===== src/rtl/mfc_operand_loader.sv =====
// Bit-serial operand loader feeding the multi-function comparator.
// Shifts two operands in LSB first, holds them through a settle window, then flags ready.
module mfc_operand_loader #(
   parameter int WIDTH  = 16,
   parameter int SETTLE = 8
) (
   input  logic             clk,
   input  logic             rst,
   input  logic             start,
   input  logic             sin_a,
   input  logic             sin_b,
   input  logic             ack,
   output logic [WIDTH-1:0] A,
   output logic [WIDTH-1:0] B,
   output logic             busy,
   output logic             ready
);

   localparam int BW = $clog2(WIDTH) + 1;
   localparam int SW = $clog2(SETTLE + 1) + 1;
   localparam logic [BW-1:0] BIT_LAST = BW'(WIDTH - 1);
   // Last settle count before HOLD; unused when SETTLE is zero.
   localparam logic [SW-1:0] SET_LAST = SW'((SETTLE > 0) ? (SETTLE - 1) : 0);

   typedef enum logic [1:0] {
      S_IDLE   = 2'd0,
      S_SHIFT  = 2'd1,
      S_SETTLE = 2'd2,
      S_HOLD   = 2'd3
   } state_e;

   state_e           state_q, state_d;
   logic [WIDTH-1:0] a_q, a_d;
   logic [WIDTH-1:0] b_q, b_d;
   logic [BW-1:0]    bit_cnt_q, bit_cnt_d;
   logic [SW-1:0]    set_cnt_q, set_cnt_d;
   logic             busy_q, busy_d;
   logic             ready_q, ready_d;

   // Next-state, operand shift and counter logic.
   always_comb begin
      state_d   = state_q;
      a_d       = a_q;
      b_d       = b_q;
      bit_cnt_d = bit_cnt_q;
      set_cnt_d = set_cnt_q;
      case (state_q)
         S_IDLE: begin
            if (start) begin
               state_d   = S_SHIFT;
               bit_cnt_d = {BW{1'b0}};
            end else begin
               state_d   = S_IDLE;
            end
         end
         S_SHIFT: begin
            a_d       = {sin_a, a_q[WIDTH-1:1]};
            b_d       = {sin_b, b_q[WIDTH-1:1]};
            bit_cnt_d = bit_cnt_q + {{(BW-1){1'b0}}, 1'b1};
            if (bit_cnt_q == BIT_LAST) begin
               set_cnt_d = {SW{1'b0}};
               state_d   = (SETTLE > 0) ? S_SETTLE : S_HOLD;
            end else begin
               state_d   = S_SHIFT;
            end
         end
         S_SETTLE: begin
            set_cnt_d = set_cnt_q + {{(SW-1){1'b0}}, 1'b1};
            if (set_cnt_q == SET_LAST) begin
               state_d = S_HOLD;
            end else begin
               state_d = S_SETTLE;
            end
         end
         S_HOLD: begin
            // start alongside ack is dropped: a fresh start is needed in IDLE.
            if (ack) begin
               state_d = S_IDLE;
            end else begin
               state_d = S_HOLD;
            end
         end
         default: begin
            state_d = S_IDLE;
         end
      endcase
      busy_d  = (state_d == S_SHIFT) || (state_d == S_SETTLE);
      ready_d = (state_d == S_HOLD);
   end

   // State and registered outputs, asynchronously cleared.
   always_ff @(posedge clk or negedge rst) begin
      if (!rst) begin
         state_q   <= S_IDLE;
         a_q       <= {WIDTH{1'b0}};
         b_q       <= {WIDTH{1'b0}};
         bit_cnt_q <= {BW{1'b0}};
         set_cnt_q <= {SW{1'b0}};
         busy_q    <= 1'b0;
         ready_q   <= 1'b0;
      end else begin
         state_q   <= state_d;
         a_q       <= a_d;
         b_q       <= b_d;
         bit_cnt_q <= bit_cnt_d;
         set_cnt_q <= set_cnt_d;
         busy_q    <= busy_d;
         ready_q   <= ready_d;
      end
   end

   assign A     = a_q;
   assign B     = b_q;
   assign busy  = busy_q;
   assign ready = ready_q;

endmodule


===== config.mk =====
export PLATFORM = sky130hd
export DESIGN_NAME = mfc_operand_loader
export DESIGN_NICKNAME = d
export VERILOG_FILES = /design/src/rtl/mfc_operand_loader.sv
export SDC_FILE = /design/constraint.sdc
export NUM_CORES = 1
export LEC_CHECK = 0
export BUFFER_PORTS_ARGS = -buffer_cell sky130_fd_sc_hd__buf_2
export CAP_MARGIN = 0
export CORE_ASPECT_RATIO = 0.8
export CORE_MARGIN = 1
export CORE_UTILIZATION = 40
export DETAILED_ROUTE_END_ITERATION = 10
export PLACE_DENSITY_LB_ADDON = 0.1
export SLEW_MARGIN = 15
export SYNTH_ARGS = -nofsm -noshare
export SYNTH_HDL_FRONTEND = slang
export SYNTH_SLANG_ARGS = --single-unit
export TNS_END_PERCENT = 10

===== constraint.sdc =====
create_clock -name clk -period 3.91 [get_ports clk]
set_input_delay 0.782 -clock clk [delete_from_list [all_inputs] [get_ports clk]]
set_output_delay 0.782 -clock clk [all_outputs]
set_load 0.005 [all_outputs]

---- Word-level counts from Yosys, hierarchy flattened ----
Index checks and enable logic that the tools add are counted.
word-level totals
  flip-flop bits (word level) ............. 46
  word-level logic and storage cells ...... 34
cells by class
  add/subtract/negate cells ............... 2
  reduce and logical (&&, ||, !) cells .... 6
  mux-type cells .......................... 9
  equal/unequal tests ..................... 10
operator list
  kind                                           number
  one-hot mux 5 bit (2 select lines)             2
  adder 5 x 1 -> 5 bit, second input constant    2
  2-to-1 mux 5 bit                               2
  == test 2 bit, second input constant           4
  one-hot mux 2 bit (4 select lines)             1
  == test 5 x 3 -> 1 bit, second input constant  1
  == test 5 x 4 -> 1 bit, second input constant  1
  == test 2 x 1 -> 1 bit, second input constant  2
  2-to-1 mux 2 bit                               2
  != test 2 bit, second input constant           2
  AND reduction 2 bit                            2
  nonzero test 2 bit                             2
  logical NOT 2 bit                              1
  2-to-1 mux 1 bit                               2
  logical OR 1 bit                               1

---- Longest topological paths before layout ----
  depth in word-level cells ............... 5
  mapped depth ............................ 7
  depth with buffers taken out ............ 7

---- Worst setup path before layout ----
No wires, ideal clock.
  kind .................................... reg-to-reg
  start point ............................. reg bit_cnt_q[0]
  end point ............................... reg busy_q, in the netlist busy
  period minus slack after synthesis ...... 1644 ps
  library setup time ...................... 126 ps
  arrival time ............................ 1518 ps
  buffers on the path ..................... 0
  path slack .............................. 2266 ps
  cell stages (with the launch flop) ...... 8
  required time ........................... 3784 ps
  cell sequence ........................... dfrtp_1 ha_1 and3_1 ha_1 nor2b_1 a21oi_1 o211ai_1 ha_1
on the way
  word-level cells in the longest chain between the ends .. 5
  elaborated cells between the ends (all ways) .. 6
ends and longest elaborated chain
  element                                                  line  source
  start: declaration                                       35    logic [BW-1:0] bit_cnt_q, bit_cnt_d;
  start signal: assignment                                 97    bit_cnt_q <= {BW{1'b0}};
  start signal: assignment                                 105   bit_cnt_q <= bit_cnt_d;
  == test 5 x 4 -> 1 bit (*)                               60    if (bit_cnt_q == BIT_LAST) begin
  2-to-1 mux 2 bit (*)                                     60
  one-hot mux 2 bit (4 select lines) (*)                   47    case (state_q)
  == test 2 x 1 -> 1 bit or == test 2 bit (tied branches)  87    busy_d = (state_d == S_SHIFT) || (state_d == S_SETTLE);
  logical OR 1 bit (*)                                     87
  via busy_d                                               37    logic busy_q, busy_d;
  end signal: assignment                                   107   busy_q <= busy_d;
  end: declaration                                         37
The timed path passes the listed nets; every way through them passes the cells marked *.
A chain may end at the register's enable or synchronous reset.

---- Worst setup path in the final report ----
Same ends and word-level chain as after synthesis.

==> results.cfg <==
[clocking]
clk_latency_ns = 0.29
cts_sinks = 46
postCtsSetupRepairBufs = 0
ctsRootBufferMaster = clkbuf_8
hold_buffers = 0
cts-buffers-inserted = 5
clk_pin_slew_ns = 0.08
cts_buffer_depth = 2
cts-resized-gates = 0
cts_max_level = 2
cts_tree = yes

[yosys]
synth_edf_count = 0
synth_area_leader_cell = dfrtp_1
synth.yosys.seq_area_share_pct = 57.1
synth_seq_cells = 46
synth_cells = 138
yosysTopAreaCellShare_pct = 57.1
ys.flop_type = dfrtp_1
synth_common_cells = dfrtp_1, mux2_4, a21oi_1
syn_avg_cell_area_um2 = 14.6
ys_warn_count = 0
syn_area_mm2 = 0.00202
synth.most_common_cell = dfrtp_1
postSynth.asyncResetShare_pct = 100
syn-num-nets = 148
ys_types = 31
synth_area_leaders = dfrtp_1, mux2_4, mux2_1

[power_and_ir_drop]
vdd_drop_max_mv = 0.386
p_per_area_mw_per_mm2 = 858
leakage_uw = 0.00114

[outcome]
status = complete, no violations

[floorplan]
io_pins = 40
start_util_pct = 42.8
dieArea_mm2 = 0.00533
die_h_um = 65.5
die_x_um = 81.4
core.rowCount = 22
coreArea_mm2 = 0.00471

[hold_path]
hold_class = reg2reg

[sta]
period_needed_ns = 1.76
max_freq_ghz = 0.569
hold_viol = 0
period_share_pct = 45.0
tightest_slew_ns = 1.01
relSlewSlack_pct = 32.8
setup_viol = 0
rsz0062_at_grt = false
drv_slew = 0
clock_skew_ns = 0.00864
final.setup.tns_ns = 0

[placed_design]
hpwl_um = 2270
port_buffers = 39
dp_cells = 231
placedInstanceArea_mm2 = 0.00223
place.gp.congestion = 0.749

[cells_and_area]
n_antenna_cell = 0
drive_above_1_share_pct = 42.5
fin_area_mm2 = 0.00232
fin_util_pct = 49.2
area_delta_synth_final_pct = 14.9
fin_cells = 239
final_nets = 188

[drt]
drc_errors = 0
vias = 1170
wl_per_cell_um = 14.2
top_layer_used = met4
routed_wl_um = 3400
wl_met3_um = 147
drt-met1-wl_um = 1740
drtIter0Drc = 58
dr.pass1.iters = 4
via_per_inst = 4.90
final_antenna_net_count = 0
met2_length_um = 1490

[setup_path]
cp.required_ns = 4.08
path_class = reg2reg
cp_max_fo = 4
endpoint_kind = register
cpMostUsedCell = ha_1
crit_path_start_kind = register
cp.arrival_ns = 1.93
cp_cell_sequence = ha_1 > and3_1 > ha_1 > nor2b_1 > a21oi_1 > o211ai_1 > ha_1
slowest_stage = dfrtp_1
slowest_delay_ns = 0.41

[grt]
antenna_found_initial = 0
grt_usage_pct = 14.4
gr-total-overflow = 0
grt_pass1_wl_um = 5740
grt_max_degree = 47
grt_pass1_vias = 1181

[job]
maxCapViolCount = 0
[critical path, delay by kind of cell, from the launching register on]
kind	cells	cell delay, ns
and+or+nand+nor	2	0.31
adders and majority gates	3	0.69
AOI/OAI and AO/OA	2	0.23
DFF	1	0.41
[kinds of logic after synthesis]
kind of cell    after synthesis  synth area share (%)
xor+xnor                      1                 0.434
simple gates                 23                  6.33
buf+inv                      11                  3.97
fa+ha+maj                     4                  2.48
flops                        46                  57.1
compound gates               20                  6.51
mux                          33                  23.2
[flip-flops by register name (all words and copies together), names as in the netlist]
name,count
ready,1
B,16
busy,1
state_q,2
bit_cnt_q,5
set_cnt_q,5
A,16
[worst paths after layout]
kind                       slack, ns         start      endpoint  cells past startpoint
max reg2reg                     2.15  bit_cnt_q[0]          busy                      7
max                             2.15  bit_cnt_q[0]          busy                      7
min                             0.49  bit_cnt_q[4]  bit_cnt_q[4]                      2
min reg2reg                     0.49  bit_cnt_q[4]  bit_cnt_q[4]                      2
max in group asynchronous       2.63           rst  bit_cnt_q[4]                      1
min in group asynchronous       0.66           rst         A[10]                      1
[where the power goes]
part           internal [µW]  switching [µW]  leakage, µW
Sequential               694             182     0.000564
Combinational            520             301     0.000527
Clock                    143             148    0.0000482
Total                   1360             632      0.00114
[through the flow]
step           total power (µW)  setup slack, ns  hold slack [ns]
2_1_floorplan              1490             2.27            0.456
3_3_place_gp               1690             2.21            0.472
3_5_place_dp               1720             2.18            0.480
4_1_cts                    2030             2.15            0.498
5_1_grt                    2150             2.05            0.521
6_report                   1990             2.15            0.494
[cell type report]
class,count,area (µm²)
Clock inverter,1,5.00
Clock buffer,7,86.3
Fill cell,409,2390
Timing Repair Buffer,39,195
Multi-Input combinational cell,81,786
Tap cell,60,75.1
Sequential cell,46,1150
Inverter,5,18.8
[metal layers]
metal  up-vias  global-route usage, %
met5         -                      0
met4         0                   4.69
li1        564                      -
met1       574                   20.4
met2        28                   21.0
met3         4                   4.17
[cell usage in the layout (no fill, tap or decap), types with 2 or more instances in the layout]
master / n
dfrtp_1: 46
buf_2: 39
mux2_4: 26
a21oi_1: 8
nand2_1: 6
mux2_1: 6
clkbuf_8: 6
nor2_1: 5
inv_1: 4
o21ai_1: 4
ha_1: 4
and3_1: 3
o211ai_1: 2
nand3_1: 2
a311oi_1: 2
(Power assumes the default switching activity.)
